<file path="src/rtl/card_selection_encoder.sv">
// ---------------------------------------------------------------------------
// card_selection_encoder
//
// Collects three card picks from the switch index and pick button and packs
// them into a 12-bit selection word for the selection-clearing datapath.
// Invalid picks (index 0, index above MAX_INDEX) and duplicate picks are
// rejected with a one-cycle error pulse. A complete word is held stable with
// a request flag until the clearer reports completion. The block then waits
// for the completion flag to drop and re-arms for the next round.
//
// Ports
//   clk         in   1   system clock
//   reset       in   1   asynchronous, active-high reset
//   key_idx     in   4   card index on switches, sampled on the accept cycle
//   key_press   in   1   raw pick button level, asynchronous to clk
//   abort       in   1   discards a partial selection while collecting
//   clear_done  in   1   clearer handshake, high when all cards are cleared
//   data_out    out  12  [3:0]=1st pick, [7:4]=2nd, [11:8]=3rd, empty = 0
//   sel_count   out  2   number of stored picks, 0..3
//   sel_valid   out  1   selection word complete and stable
//   busy        out  1   waiting on the clearer, picks ignored
//   err_pulse   out  1   one-cycle pulse on a rejected pick
// ---------------------------------------------------------------------------
module card_selection_encoder #(
    parameter int MAX_INDEX    = 9,
    parameter int DEBOUNCE_CYC = 4
) (
    input  logic        clk,
    input  logic        reset,
    input  logic [3:0]  key_idx,
    input  logic        key_press,
    input  logic        abort,
    input  logic        clear_done,
    output logic [11:0] data_out,
    output logic [1:0]  sel_count,
    output logic        sel_valid,
    output logic        busy,
    output logic        err_pulse
);

    localparam int            CW      = $clog2(DEBOUNCE_CYC + 1);
    localparam logic [CW-1:0] DB_LAST = CW'(DEBOUNCE_CYC - 1);
    localparam logic [CW-1:0] DB_FULL = CW'(DEBOUNCE_CYC);
    localparam logic [3:0]    IDX_MAX = 4'(MAX_INDEX);

    typedef enum logic [1:0] {
        S_COLLECT = 2'b00,
        S_REQ     = 2'b01,
        S_ACK     = 2'b10
    } state_t;

    state_t        state_r;
    logic          sync1_r;
    logic          sync2_r;
    logic          press_latched_r;
    logic [CW-1:0] hi_cnt_r;
    logic [CW-1:0] lo_cnt_r;

    logic          accept_s;
    logic          release_s;
    logic          reject_s;

    // Press/release recognition and pick legality.
    always_comb begin
        accept_s  = 1'b0;
        release_s = 1'b0;
        reject_s  = 1'b0;

        // The counters hold the number of earlier consecutive cycles, so the
        // current cycle completes the run when a counter reads DEBOUNCE_CYC-1.
        if (sync2_r && (hi_cnt_r == DB_LAST) && !press_latched_r) begin
            accept_s = 1'b1;
        end else begin
            accept_s = 1'b0;
        end

        if (!sync2_r && (lo_cnt_r == DB_LAST) && press_latched_r) begin
            release_s = 1'b1;
        end else begin
            release_s = 1'b0;
        end

        // Empty slots read as 0 and index 0 is already illegal, so comparing
        // against every slot only ever matches a stored pick.
        if ((key_idx == 4'd0) || (key_idx > IDX_MAX) ||
            (key_idx == data_out[3:0]) || (key_idx == data_out[7:4]) ||
            (key_idx == data_out[11:8])) begin
            reject_s = 1'b1;
        end else begin
            reject_s = 1'b0;
        end
    end

    // Button synchroniser, high/low run counters and the one-accept-per-press latch.
    always_ff @(posedge clk or posedge reset) begin
        if (reset) begin
            sync1_r         <= 1'b0;
            sync2_r         <= 1'b0;
            hi_cnt_r        <= '0;
            lo_cnt_r        <= '0;
            press_latched_r <= 1'b0;
        end else begin
            sync1_r <= key_press;
            sync2_r <= sync1_r;

            // Counters saturate so a long hold or idle never wraps into a new event.
            if (sync2_r) begin
                lo_cnt_r <= '0;
                if (hi_cnt_r < DB_FULL) begin
                    hi_cnt_r <= hi_cnt_r + 1'b1;
                end else begin
                    hi_cnt_r <= hi_cnt_r;
                end
            end else begin
                hi_cnt_r <= '0;
                if (lo_cnt_r < DB_FULL) begin
                    lo_cnt_r <= lo_cnt_r + 1'b1;
                end else begin
                    lo_cnt_r <= lo_cnt_r;
                end
            end

            if (accept_s) begin
                press_latched_r <= 1'b1;
            end else if (release_s) begin
                press_latched_r <= 1'b0;
            end else begin
                press_latched_r <= press_latched_r;
            end
        end
    end

    // Selection FSM with registered outputs.
    always_ff @(posedge clk or posedge reset) begin
        if (reset) begin
            state_r   <= S_COLLECT;
            data_out  <= 12'd0;
            sel_count <= 2'd0;
            sel_valid <= 1'b0;
            busy      <= 1'b0;
            err_pulse <= 1'b0;
        end else begin
            err_pulse <= 1'b0;
            case (state_r)
                S_COLLECT: begin
                    sel_valid <= 1'b0;
                    busy      <= 1'b0;
                    // Abort has priority; a coinciding pick is dropped silently.
                    if (abort) begin
                        data_out  <= 12'd0;
                        sel_count <= 2'd0;
                    end else if (accept_s) begin
                        if (reject_s) begin
                            err_pulse <= 1'b1;
                        end else begin
                            case (sel_count)
                                2'd0: begin
                                    data_out[3:0] <= key_idx;
                                    sel_count     <= 2'd1;
                                end
                                2'd1: begin
                                    data_out[7:4] <= key_idx;
                                    sel_count     <= 2'd2;
                                end
                                2'd2: begin
                                    data_out[11:8] <= key_idx;
                                    sel_count      <= 2'd3;
                                    state_r        <= S_REQ;
                                    sel_valid      <= 1'b1;
                                    busy           <= 1'b1;
                                end
                                default: begin
                                    // A full count cannot occur while collecting; start over.
                                    data_out  <= 12'd0;
                                    sel_count <= 2'd0;
                                end
                            endcase
                        end
                    end else begin
                        sel_count <= sel_count;
                    end
                end

                S_REQ: begin
                    busy <= 1'b1;
                    if (accept_s) begin
                        err_pulse <= 1'b1;
                    end else begin
                        err_pulse <= 1'b0;
                    end
                    if (clear_done) begin
                        state_r   <= S_ACK;
                        sel_valid <= 1'b0;
                    end else begin
                        sel_valid <= 1'b1;
                    end
                end

                S_ACK: begin
                    sel_valid <= 1'b0;
                    // Wait for the clearer to drop its flag so one round is never counted twice.
                    if (!clear_done) begin
                        state_r   <= S_COLLECT;
                        data_out  <= 12'd0;
                        sel_count <= 2'd0;
                        busy      <= 1'b0;
                    end else begin
                        busy <= 1'b1;
                    end
                end

                default: begin
                    state_r   <= S_COLLECT;
                    data_out  <= 12'd0;
                    sel_count <= 2'd0;
                    sel_valid <= 1'b0;
                    busy      <= 1'b0;
                end
            endcase
        end
    end

endmodule

</file>
<file path="config.mk">
export PLATFORM = sky130hd
export DESIGN_NAME = card_selection_encoder
export DESIGN_NICKNAME = d
export VERILOG_FILES = /design/src/rtl/card_selection_encoder.sv
export SDC_FILE = /design/constraint.sdc
export NUM_CORES = 1
export LEC_CHECK = 0
export BUFFER_PORTS_ARGS = -buffer_cell sky130_fd_sc_hd__buf_2
export CORE_MARGIN = 2
export CORE_UTILIZATION = 55
export CTS_CLUSTER_SIZE = 24
export DETAILED_ROUTE_END_ITERATION = 6
export PLACE_DENSITY = 0.77
export SYNTH_ARGS = -nofsm -noshare
export SYNTH_HDL_FRONTEND = slang
export SYNTH_SLANG_ARGS = --single-unit
</file>
<file path="constraint.sdc">
create_clock -name clk -period 1.8 [get_ports clk]
set_clock_uncertainty 0.05 [all_clocks]
set_input_delay 0.27 -clock clk [delete_from_list [all_inputs] [get_ports clk]]
set_output_delay 0.27 -clock clk [all_outputs]
set_load 0.03 [all_outputs]
</file>
==> results.py, run 1 <==
metrics = {
    "critical_path": {
        "crit_start": "hi_cnt_r[1]",
        "cp_slowest_cell": "dfrtp_1",
        "path_class": "reg2reg",
        "crit_path_start_kind": "flip-flop",
        "r2r-end": "data_out[11]",
        "ff2ff_setup_slack_ns": 0.01,
        "critPathMaxFanout": 4,
        "cp_top_family": "compound AO/OA/AOI/OAI gates",
        "path_cells": "ha_2 -> ha_4 -> and3b_2 -> o221a_1 -> buf_4 -> nand2_4 -> o211ai_1 -> o21ai_1",
        "endpoint_kind": "flip-flop",
        "cp_num_buf_inv": 1,
        "worstSetupPathDepth": 8,
        "reg2regPathDepth": 8,
        "worstReg2RegStart": "hi_cnt_r[1]",
        "cpPeakStageDelay_ns": 0.41,
        "arrival_ns": 2.00,
        "critPathCapture": "data_out[11]",
        "cp.required_ns": 2.01,
    },
    "yosys": {
        "synth_area_leaders": "dfrtp_1 (47%), xnor2_1 (7.6%), ha_1 (5.8%)",
        "synth_most_common_cell": "dfrtp_1",
        "syn_nets": 159,
        "ys_ff_latch": 28,
        "syn_area_um2": 1505,
        "synth_cells": 143,
        "synth_edf_count": 0,
        "synth_cell_types": 40,
        "yosysTopAreaCell": "dfrtp_1",
        "synth_ff_type": "dfrtp_1",
        "yosys_warnings": 0,
        "async_flop_share_pct": 100.0,
        "synthTopCellsByCount": "dfrtp_1 (28), nand2_1 (18), xnor2_1 (13)",
        "seq_area_frac_synth_pct": 46.55,
        "synth_top_area_share_pct": 46.55,
        "syn_area_per_cell_um2": 10.53,
    },
    "pwr": {
        "pwr-share-seq_pct": 55.2,
        "power_switching_uw": 422.1,
        "p_per_area_nw_per_um2": 775.9,
        "clockPowerShare_pct": 18.3,
        "leakage_uw": 0.0008209,
        "p_total_uw": 1371,
        "ir_drop_v": 0.0007582,
        "sw_frac_of_total_pct": 30.79,
        "p_comb_share_pct": 26.6,
        "internal-power_uw": 948.6,
    },
    "floorplanning": {
        "num_io_pins": 26,
        "row_count": 18,
        "core_um2": 2545,
        "dieHeight_um": 56.32,
        "initial_core_util_pct": 59.14,
        "die_area_um2": 3171,
        "die_w_um": 56.32,
    },
    "clock_network": {
        "cts_sinks": 28,
        "cts.clk_slew.worst_paths_ns": 0.14,
        "htreeDepth": 1,
        "numCtsBuffers": 3,
        "cts_tree": "built",
        "clock_latency_ns": 0.32,
        "clockBufferDepth": 2,
        "clockRootBuffer": "clkbuf_4",
    },
    "global_routing": {
        "grt_max_degree": 29,
        "grt_overflow": 0,
        "antenna_found_initial": 0,
        "grt_first_pass_wirelength_um": 4947,
        "grt_pass1_vias": 1105,
        "grt_usage_pct": 19.62,
    },
    "final_layout": {
        "utilization_pct": 69.42,
        "fin_nets": 191,
        "fillers": 195,
        "antenna_cells": 0,
        "drive_above_1_share_pct": 30.06,
        "syn2layout_area_growth_pct": 17.37,
    },
    "placement": {
        "place_ws_ns": 0.03072,
        "io_buffer_count": 25,
        "routabilityCongestion": 0.7873,
        "dpl.hpwl_um": 2123,
    },
    "timing": {
        "drv_slew": 0,
        "slew_headroom_pct": 70.64,
        "rsz0062_at_grt": "yes",
        "setup_slack_ns": 0.01472,
        "worst_pin_slew_ns": 0.4394,
        "layout_min_cycle_time_ns": 1.785,
        "finalCritPeriodShare_pct": 99.18,
        "hold_ws_ns": 0.1096,
        "setup_viol": 0,
        "fmaxAchievable_mhz": 560.1,
        "hold_viol": 0,
    },
    "route": {
        "drt-initial-drc-count": 38,
        "avgViaCountPerCell": 5.660,
        "ant_nets": 0,
        "wl_um": 2956,
        "wl_per_cell_um": 14.56,
        "firstDrtPassIters": 4,
        "vias": 1149,
        "remaining_drc_errors": 0,
    },
    "hold_path": {
        "hold_path_class": "in2reg",
    },
    "flow_run": {
        "drv_cap": 0,
    },
    "outcome": {
        "status": "finished clean",
    },
}
==> placed cells by master (no fill, tap or decap), types with 2 or more instances in the layout <==
cell / count
a21boi_0: 2
a21oi_1: 3
buf_2: 25
buf_4: 5
clkbuf_4: 3
dfrtp_1: 28
dlygate4sd3_1: 2
ha_1: 5
inv_1: 11
mux2i_1: 2
nand2_1: 17
nand2b_1: 2
nand3_1: 2
nand4_1: 3
nor2_1: 5
nor2_2: 2
nor3_1: 2
o211ai_1: 4
o21ai_0: 4
o21ai_1: 5
o22ai_2: 3
o2bb2ai_1: 2
o2bb2ai_2: 2
xnor2_1: 13
==> what timing repair did <==
action | CTS | global route
setup endpoints to repair | 0 | 12
endpoints found under the hold margin | 29 | 0
gates resized for setup | 0 | 12
hold buffers | 2 | 0
buffers inserted | 0 | 2
==> kinds of logic (layout without fill, tap and decap cells) <==
family | count (synthesis) | in the layout | share of synthesized area (%)
compound gates | 30 | 30 | 13.72
xor+xnor | 14 | 14 | 8.146
fa+ha+maj | 7 | 7 | 5.819
buf+inv | 16 | 46 | 5.320
flops | 28 | 28 | 46.55
mux | 3 | 3 | 2.826
simple gates | 45 | 45 | 17.62
==> how the worst min path moves through the flow <==
stage | from | endpoint | cells past startpoint
floorplan | key_press | sync1_r | 0
global placement | reset | lo_cnt_r[0] | 3
detailed placement | reset | lo_cnt_r[0] | 3
CTS | clear_done | sel_valid | 2
global route | clear_done | sel_valid | 2
finish | clear_done | sel_valid | 2
==> power groups by stage <==
stage | clock, uW | sequential [uW] | combinational, uW
2_1_floorplan | 0 | 765 | 243
3_3_place_gp | 0 | 763 | 301
3_5_place_dp | 0 | 769 | 318
4_1_cts | 260 | 757 | 322
5_1_grt | 282 | 767 | 409
6_report | 250 | 756 | 364
==> routing by layer <==
layer	vias up	GRT usage (%)	wire (um)
met1	564	25.26	1312
met5	-	0	0
met2	25	34.29	1536
met4	0	6.463	28
li1	556	-	-
met3	4	2.304	79
==> through the flow <==
step / instance area [um2] / instances / TNS [ns]
detailed placement: 1652 / 196 / 0
global route: 1767 / 203 / -0.2749
global placement: 1652 / 196 / 0
finish: 1767 / 203 / 0
floorplan: 1505 / 143 / 0
CTS: 1694 / 201 / 0
==> final cells by class <==
cell class / instances / area, um2 / share of cell area, %
Clock buffer: 3 / 22.52 / 1.275
Inverter: 11 / 41.29 / 2.337
Multi-Input combinational cell: 99 / 782.0 / 44.26
Sequential cell: 28 / 700.7 / 39.66
Tap cell: 30 / 37.54 / 2.125
Timing Repair Buffer: 32 / 182.7 / 10.34
==> state kept, by name, summed over array words and instances (netlist names), 2 cells and up <==
register   cells
sel_count      2
lo_cnt_r       3
data_out      12
state_r        2
hi_cnt_r       3
No activity file was read; power rests on OpenSTA's default activity.
==> run 2, diff against run 1 <==
--- a/config.mk
+++ b/config.mk
@@ -11,6 +11,8 @@
 export CTS_CLUSTER_SIZE = 24
 export DETAILED_ROUTE_END_ITERATION = 6
 export PLACE_DENSITY = 0.77
+export RECOVER_POWER = 100
+export SETUP_SLACK_MARGIN = 0.15
 export SYNTH_ARGS = -nofsm -noshare
 export SYNTH_HDL_FRONTEND = slang
 export SYNTH_SLANG_ARGS = --single-unit
==> run 2 against run 1 <==
Effect of this change: setup slack better by 0.093 ns; die area stayed put; via count is 0.44% higher; global-route usage is 0.26 points higher; cell count is 0.49% higher; hold slack better by 0.0040 ns; combinational power is 2% lower; critical endpoint is now data_out[8].
==> results.py, run 2 (synthesized netlist as in run 1, its figures left out) <==
metrics = {
    "final_layout": {
        "largest-register": "data_out",
        "drive_above_1_share_pct": 21.26,
        "antenna_cells": 0,
        "final_common_cell": "dfrtp_1",
        "utilization_pct": 69.08,
        "stdcell_count": 204,
        "largest_reg_flops": 12,
        "syn2layout_area_growth_pct": 16.79,
        "stdcell_area_um2": 1758,
        "reg.largest.list": "data_out x12, hi_cnt_r x3, lo_cnt_r x3",
        "fin_nets": 191,
        "mostFrequentLayoutCells": "dfrtp_1 (28), clkbuf_1 (17), nand2_1 (16)",
    },
    "clock_network": {
        "clockBufferDepth": 2,
        "cts_sinks": 28,
        "clockRootBuffer": "clkbuf_4",
        "cts_tree": "built",
        "cts.clk_slew.worst_paths_ns": 0.15,
        "htreeDepth": 1,
        "clock_latency_ns": 0.32,
        "numCtsBuffers": 3,
    },
    "critical_path": {
        "worstReg2RegStart": "hi_cnt_r[1]",
        "cp.required_ns": 2.00,
        "ff2ff_setup_slack_ns": 0.11,
        "endpoint_kind": "flip-flop",
        "critPathMaxFanout": 4,
        "crit_path_start_kind": "flip-flop",
        "arrival_ns": 1.89,
        "crit_start": "hi_cnt_r[1]",
        "path_class": "reg2reg",
    },
    "global_routing": {
        "grt_max_degree": 29,
        "grt_first_pass_wirelength_um": 5050,
        "grt_overflow": 0,
        "grt_usage_pct": 19.88,
        "antenna_found_initial": 0,
        "grt_pass1_vias": 1150,
    },
    "pwr": {
        "p_per_area_nw_per_um2": 801.6,
        "clockPowerShare_pct": 21.1,
        "p_comb_share_pct": 25.2,
        "power_switching_uw": 420.5,
        "ir_drop_v": 0.0006552,
        "internal-power_uw": 988.6,
        "leakage_uw": 0.0007481,
        "pwr-share-seq_pct": 53.7,
        "sw_frac_of_total_pct": 29.84,
    },
    "timing": {
        "fmaxAchievable_mhz": 590.8,
        "finalCritPeriodShare_pct": 94.04,
        "totalNegativeSetupSlack_ns": 0,
        "slew_headroom_pct": 55.25,
        "drv_slew": 0,
        "rsz0062_at_grt": "yes",
        "hold_viol": 0,
        "setup_viol": 0,
        "worst_pin_slew_ns": 0.6712,
        "layout_min_cycle_time_ns": 1.693,
    },
    "floorplanning": {
        "num_io_pins": 26,
        "dieHeight_um": 56.32,
        "die_area_um2": 3171,
        "core_um2": 2545,
        "initial_core_util_pct": 59.14,
        "die_w_um": 56.32,
        "row_count": 18,
    },
    "placement": {
        "placedInstanceArea_um2": 1658,
        "dp.cells": 196,
        "routabilityCongestion": 0.7654,
        "io_buffer_count": 25,
        "dpl.hpwl_um": 2091,
    },
    "route": {
        "wl_per_cell_um": 14.00,
        "drt-initial-drc-count": 30,
        "firstDrtPassIters": 4,
        "wl_um": 2857,
        "avgViaCountPerCell": 5.657,
        "ant_nets": 0,
        "vias": 1154,
        "remaining_drc_errors": 0,
    },
    "flow_run": {
        "drv_cap": 0,
    },
    "hold_path": {
        "hold_path_class": "in2reg",
        "hp-start": "clear_done",
    },
    "outcome": {
        "status": "finished clean",
    },
}
-- run 2: path summary, 6_finish.rpt --
kind / end / cells after the start
worst max register to register: data_out[8] / 7
worst min-delay path: sel_valid / 2
max in group asynchronous: busy / 4
worst min register to register: sync2_r / 0
min in group asynchronous: lo_cnt_r[1] / 4
worst max-delay path: data_out[8] / 7
-- run 2: worst max-delay path, cell delays in order, from the launching register on --
cell      delay, ns
dfrtp_1        0.42
ha_2           0.20
ha_4           0.16
and3b_2        0.23
o221a_4        0.27
nand2_2        0.10
o211ai_1       0.10
o21ai_1        0.09
-- run 2: what timing repair did --
| action | CTS | global route |
|---|---|---|
| gates resized for setup | 8 | 5 |
| gates cloned | 0 | 0 |
| hold buffers | 2 | 0 |
| pin swaps | 6 | 4 |
| endpoints found under the hold margin | 29 | 0 |
| setup endpoints to repair | 12 | 13 |
| buffers inserted | 1 | 1 |
-- run 2: area by class of cell --
cell class | count | area, um2
inverters | 11 | 41.29
repair buffers | 32 | 158.9
fillers | 201 | 787.0
multi-input cells | 99 | 783.3
well taps | 30 | 37.54
flip-flops and latches | 28 | 700.7
clock buffers | 4 | 36.28
-- run 2: stage by stage --
stage	hold slack [ns]	power (uW)	setup WS (ns)
finish	0.1136	1409	0.1073
global route	0.1103	1507	0.01337
CTS	0.1054	1417	0.05912
detailed placement	0.2919	1091	0.05050
global placement	0.2897	1069	0.1036
floorplan	0.2514	1012	0.1558
-- run 2: power groups by stage --
stage	clock [uW]	combinational [uW]	sequential, uW
global route	329	409	768
detailed placement	0	321	770
global placement	0	305	764
CTS	302	358	757
finish	298	356	756
floorplan	0	248	765
-- run 2: layer usage --
| layer | GRT usage, % | wire length [um] | part of all wire, % |
|---|---|---|---|
| met1 | 25.71 | 1198 | 42 |
| met2 | 34.96 | 1534 | 54 |
| met3 | 2.074 | 114 | 4.0 |
| met4 | 6.122 | 10 | 0.35 |
| met5 | 0 | 0 | 0 |
